`config.mk`:
```
export PLATFORM = sky130hd
export DESIGN_NAME = argmax_finder
export DESIGN_NICKNAME = d
export VERILOG_FILES = /design/src/rtl/nn_pkg.sv /design/src/rtl/argmax_finder.sv
export SDC_FILE = /design/constraint.sdc
export NUM_CORES = 1
export LEC_CHECK = 0
export BUFFER_PORTS_ARGS = -buffer_cell sky130_fd_sc_hd__buf_2
export CAP_MARGIN = 15
export CORE_MARGIN = 2
export CORE_UTILIZATION = 50
export DETAILED_ROUTE_END_ITERATION = 8
export PLACE_DENSITY = 0.76
export SYNTH_ARGS = -nofsm -noshare
export SYNTH_HDL_FRONTEND = slang
export SYNTH_SLANG_ARGS = --single-unit
```
`constraint.sdc`:
```
create_clock -name clk -period 3.2 [get_ports clk]
set_input_delay 0.64 -clock clk [delete_from_list [all_inputs] [get_ports clk]]
set_output_delay 0.64 -clock clk [all_outputs]
set_load 0.02 [all_outputs]
```
`src/rtl/nn_pkg.sv`:
```
// Shared types for the classifier datapath: scan FSM states and the default signed element type.
package nn_pkg;
  typedef enum logic [1:0] {IDLE, SCAN, DONE} state_t;
  localparam int DATA_W = 16;
  typedef logic signed [DATA_W-1:0] data_t;
endpackage

```
`src/rtl/argmax_finder.sv`:
```
// Output classifier: latches a vector of signed neuron outputs and scans it one element per cycle,
// reporting the index/value of the largest entry (lowest index on ties).
import nn_pkg::*;

module argmax_finder #(
  parameter int numInputs  = 10,
  parameter int dataWidth  = 16,
  parameter int indexWidth = $clog2(numInputs)
) (
  input  logic                            clk,
  input  logic                            reset,
  input  logic [dataWidth*numInputs-1:0]  dataIn,
  input  logic                            inValid,
  output logic                            busy,
  output logic [indexWidth-1:0]           maxIndex,
  output logic [dataWidth-1:0]            maxValue,
  output logic                            outValid
);
  localparam logic [indexWidth-1:0] LAST_IDX = indexWidth'(numInputs - 1);

  state_t                              state_q;
  logic [numInputs-1:0][dataWidth-1:0] cap_q;
  logic [indexWidth-1:0]               idx_q;
  logic [indexWidth-1:0]               run_idx_q;
  logic signed [dataWidth-1:0]         run_max_q;
  logic signed [dataWidth-1:0]         cand_d;

  assign cand_d = cap_q[idx_q];
  assign busy   = (state_q != IDLE);

  always_ff @(posedge clk) begin
    if (reset) begin
      state_q   <= IDLE;
      cap_q     <= '0;
      idx_q     <= '0;
      run_idx_q <= '0;
      run_max_q <= '0;
      maxIndex  <= '0;
      maxValue  <= '0;
      outValid  <= 1'b0;
    end else begin
      outValid <= 1'b0;
      case (state_q)
        IDLE: begin
          if (inValid) begin
            cap_q     <= dataIn;
            run_max_q <= dataIn[dataWidth-1:0];
            run_idx_q <= '0;
            idx_q     <= indexWidth'(1);
            state_q   <= SCAN;
          end
        end
        SCAN: begin
          // Strict compare keeps the earliest index on ties.
          if (cand_d > run_max_q) begin
            run_max_q <= cand_d;
            run_idx_q <= idx_q;
          end
          if (idx_q == LAST_IDX) state_q <= DONE;
          else                   idx_q   <= idx_q + 1'b1;
        end
        DONE: begin
          maxIndex <= run_idx_q;
          maxValue <= run_max_q;
          outValid <= 1'b1;
          state_q  <= IDLE;
        end
        default: state_q <= IDLE;
      endcase
    end
  end
endmodule

```
==> metrics.md <==
| Metric | Value |
|---|---|
| Final min period | `3.400 ns` |
| Site Rows | `49` |
| Post-synthesis cell area | `9236 um2` |
| Cells on worst reg2reg path | `13` |
| Cell with the largest stage delay on the worst path | `sky130_fd_sc_hd__mux4_2` |
| Family with the most delay on the worst path | `compound AO/OA/AOI/OAI gates` |
| VDD IR max | `0.3848 mV` |
| Chain of cells forming the critical path | `buf_12 -> buf_12 -> mux4_2 -> mux2i_2 -> o21ai_0 -> ha_1 -> o211ai_1 -> a2111o_1 -> buf_6 -> a41o_4 -> buf_4 -> nor3_2 -> nor3_2` |
| Synth Area in XOR/XNOR | `0.1897%` |
| Max capacitance violation total | `0` |
| Power density over the cells | `566.8 nW/um2` |
| Clock buffer count from CTS | `21` |
| Total Nets Final | `1,496` |
| Required @ worst endpoint | `3.56 ns` |
| Register area share after synthesis | `44.87%` |
| Final Setup Violations | `20` |
| Main combinational cell family by area after synthesis | `simple AND/OR/NAND/NOR gates` |
| Basic-gate share of the synthesized area counting and, or, nand and nor cells | `20.47%` |
| Synth Area in Adders | `2.438%` |
| Leak pwr | `4.755 nW` |
| Final-report max-slew violation count | `0` |
| Violation count after the first detailed-route iteration | `696` |
| Core Box Area | `18,020 um2` |
| Clk Latency, worst-skew pair | `0.51 ns` |
| Final worst path period share | `106.2%` |
| Reg2Reg Launch Point | `idx_q[0]` |
| Die width | `139.9 um` |
| CTS tree | `yes` |
| Min-delay worst type | `input port to flop` |
| Top_reg_cell synth | `sky130_fd_sc_hd__dfxtp_1` |
| Final HPWL DP | `18,990 um` |
| Number of clock sinks | `207` |
| Depth of the CTS H-tree | `1` |
| DP Worst Slack | `-0.2294 ns` |
| Arrival time of data at the critical path endpoint | `3.76 ns` |
| Layout Area Growth over Synthesis | `28.29%` |
| Multiplexer share of the synthesized area | `11.60%` |
| Count of buffering cells on the critical path with inverters included | `4` |
| Fin. Hold Viols | `0` |
| Startpoint of the tightest hold check path | `dataIn[104]` |
| Post-route DRC | `0` |
| Number of antenna violations at the first check in global routing | `0` |
| Kind of critical path | `flop to flop` |
| Peak fanout along the critical path | `8` |
| Synth unique cells | `43` |
| Average cell area after synthesis | `8.299 um2` |
| Die footprint | `19,580 um2` |
| Compound-gate portion of the synthesized area | `15.46%` |
| Worst setup path endpoint | `run_max_q[5]` |
| Worst setup slack after layout | `-0.1995 ns` |
| Max Root-Sink Buffers | `3` |
| Routability Congestion | `1.027` |
| Total chip power | `6.716 mW` |
| Total of buffers placed on input and output ports | `184` |
| Failing checks | `setup timing` |
| Setup crit start kind | `flop` |
| Count of synthesis-stage warnings from yosys | `0` |
| Leading post-synthesis cells by cell area | `sky130_fd_sc_hd__dfxtp_1 (45%), sky130_fd_sc_hd__nand2_1 (16%), sky130_fd_sc_hd__a21oi_1 (11%), sky130_fd_sc_hd__mux4_2 (7.8%), sky130_fd_sc_hd__clkbuf_1 (2.6%)` |
| Worst setup path startpoint | `idx_q[0]` |
| Root buf cell | `sky130_fd_sc_hd__clkbuf_16` |
| Worst-case clock skew | `0.01931 ns` |
| Slew HR | `48.10%` |
| GRT Util Overall | `26.76%` |
| Max incr delay on CP | `0.50 ns` |
| Pin count of the biggest net entering global routing | `161` |
| Number of instances in the placed design | `1,481` |
| Boundary Pins | `185` |
| Vias per cell | `5.481` |
| Wirelength per Cell | `17.44 um` |
| Fraction of layout instances using a drive strength above 1 | `31.35%` |
| R2r endpoint | `run_max_q[5]` |
| Number of standard cells after synthesis | `1,113` |
| Max Clock Freq | `294.2 MHz` |
| Crit end category | `flop` |
| Post-route non-filler standard cell count | `1,559` |
| Count of nets left with antenna violations after detail routing | `0` |
| Count of flip-flops with a built-in enable after synthesis | `0` |
| Critical Path Stages | `13` |
| First-pass GRT wire length | `42,260 um` |
| Number of diodes added for antenna fixing | `0` |
| Initial core utilization | `51.24%` |
| Pre-Repair DR Iteration Count | `5` |
| Number of synthesized register bits | `207` |
| Run status | `finished with violations` |
| Gr ovfl total | `0` |
| Post-Route WL | `27,190 um` |
| Cell taking the most area after synthesis | `sky130_fd_sc_hd__dfxtp_1` |
| Flop-to-flop setup slack | `-0.20 ns` |
| Final core occ | `65.74%` |
| Via count of the routed design | `8,545` |
| Unrepaired setup endpoints after global routing | `true` |
| Area share of the largest cell type after synthesis | `44.87%` |
| Vertical die dimension | `139.9 um` |
| Clk pin slew, worst setup/hold paths | `0.06 ns` |
| Async S/R FF share, synth | `0%` |
| Via count of the first global-routing pass | `8,253` |
| Worst Max-Slew Pin Slew | `0.7785 ns` |
| Post-synth net total | `1,294` |
routing by layer:
metal | vias to the layer above | share of wire [%] | GRT usage [%]
met5 | - | 0 | 0
met4 | 0 | 3.1 | 8.684
met3 | 58 | 6.5 | 4.274
met2 | 302 | 49 | 45.11
met1 | 3996 | 42 | 35.39
li1 | 4189 | - | -
flip-flops by register name, indices dropped and copies added (netlist names):
register,flops
cap_q,160
idx_q,4
maxIndex,4
maxValue,16
outValid,1
run_idx_q,4
run_max_q,16
state_q,2
logic make-up (layout without fill, tap and decap cells):
logic type               Yosys count  in the layout
XOR/XNOR                           2              2
multiplexers                      65             65
adder cells (fa/ha/maj)           18             18
AND/OR/NAND/NOR                  461            461
buffers and inverters            107            324
flip-flops                       207            207
AO/OA/AOI/OAI                    253            253
power by group:
group / leakage, nW / switching, mW / total, mW / internal (mW)
clock network: 0.334 / 1.02 / 2.34 / 1.33
registers: 1.70 / 0.148 / 2.90 / 2.76
logic: 2.72 / 0.775 / 1.47 / 0.694
cell usage after synthesis, drive strengths merged, types with 17 or more instances:
library cell  number
a21oi            207
buf               25
clkbuf            65
dfxtp            207
ha                18
inv               17
mux2i             17
mux4              32
nand2            394
nor3              36
o21ai             19
metrics by stage:
| step | setup TNS, ns | hold slack [ns] | cell area (um2) |
|---|---|---|---|
| 3_3_place_gp | -3.111 | 0.4392 | 10530 |
| 6_report | -3.238 | 0.3633 | 11850 |
| 4_1_cts | -1.574 | 0.3562 | 11550 |
| 3_5_place_dp | -3.933 | 0.4433 | 10530 |
| 2_1_floorplan | 0 | 0.4284 | 9295 |
| 5_1_grt | -5.995 | 0.3641 | 11850 |
layout by cell type, fill, tap and decap left out, types with 10 or more instances in the layout:
cell,count
sky130_fd_sc_hd__nand2_1,392
sky130_fd_sc_hd__dfxtp_1,205
sky130_fd_sc_hd__a21oi_1,193
sky130_fd_sc_hd__buf_2,183
sky130_fd_sc_hd__buf_4,63
sky130_fd_sc_hd__mux4_2,32
sky130_fd_sc_hd__clkbuf_16,24
sky130_fd_sc_hd__nor3_2,23
sky130_fd_sc_hd__ha_1,18
sky130_fd_sc_hd__inv_1,17
sky130_fd_sc_hd__mux2_2,16
sky130_fd_sc_hd__o221ai_1,16
sky130_fd_sc_hd__nor3_1,13
sky130_fd_sc_hd__a21oi_2,12
sky130_fd_sc_hd__buf_12,12
sky130_fd_sc_hd__o21ai_0,10
final cells by class:
type / instances / area [um2]
clock inverters: 9 / 48.80
inverters: 17 / 63.81
flip-flops and latches: 207 / 4151
clock buffers: 29 / 605.6
multi-input cells: 799 / 4895
well taps: 229 / 286.5
repair buffers: 269 / 1798
fillers: 1531 / 6176
tightest hold or removal path, delay by kind of cell:
family          cells  cell delay [ns]
buf+inv             1             0.09
simple gates        1             0.04
compound gates      1             0.05
how the worst min path moves through the flow:
stage                              to  slack, ns  depth (start not counted)
after floorplan           maxIndex[1]       0.43                          2
after global placement      cap_q[75]       0.44                          2
after detailed placement  maxIndex[3]       0.44                          2
after CTS                   cap_q[42]       0.36                          3
after global routing        cap_q[29]       0.36                          3
final                      cap_q[104]       0.36                          3
timing repair:
action / 4_1_cts / 5_1_grt
gates resized for setup: 26 / 44
setup buffers: 31 / 5
setup endpoints to repair: 20 / 20
cloned: 1 / 3
pin swaps: 5 / 12
hold buffers: 0 / 0
hold endpoints to repair: 0 / 0
Note: power is estimated with default switching activity, not from simulation.
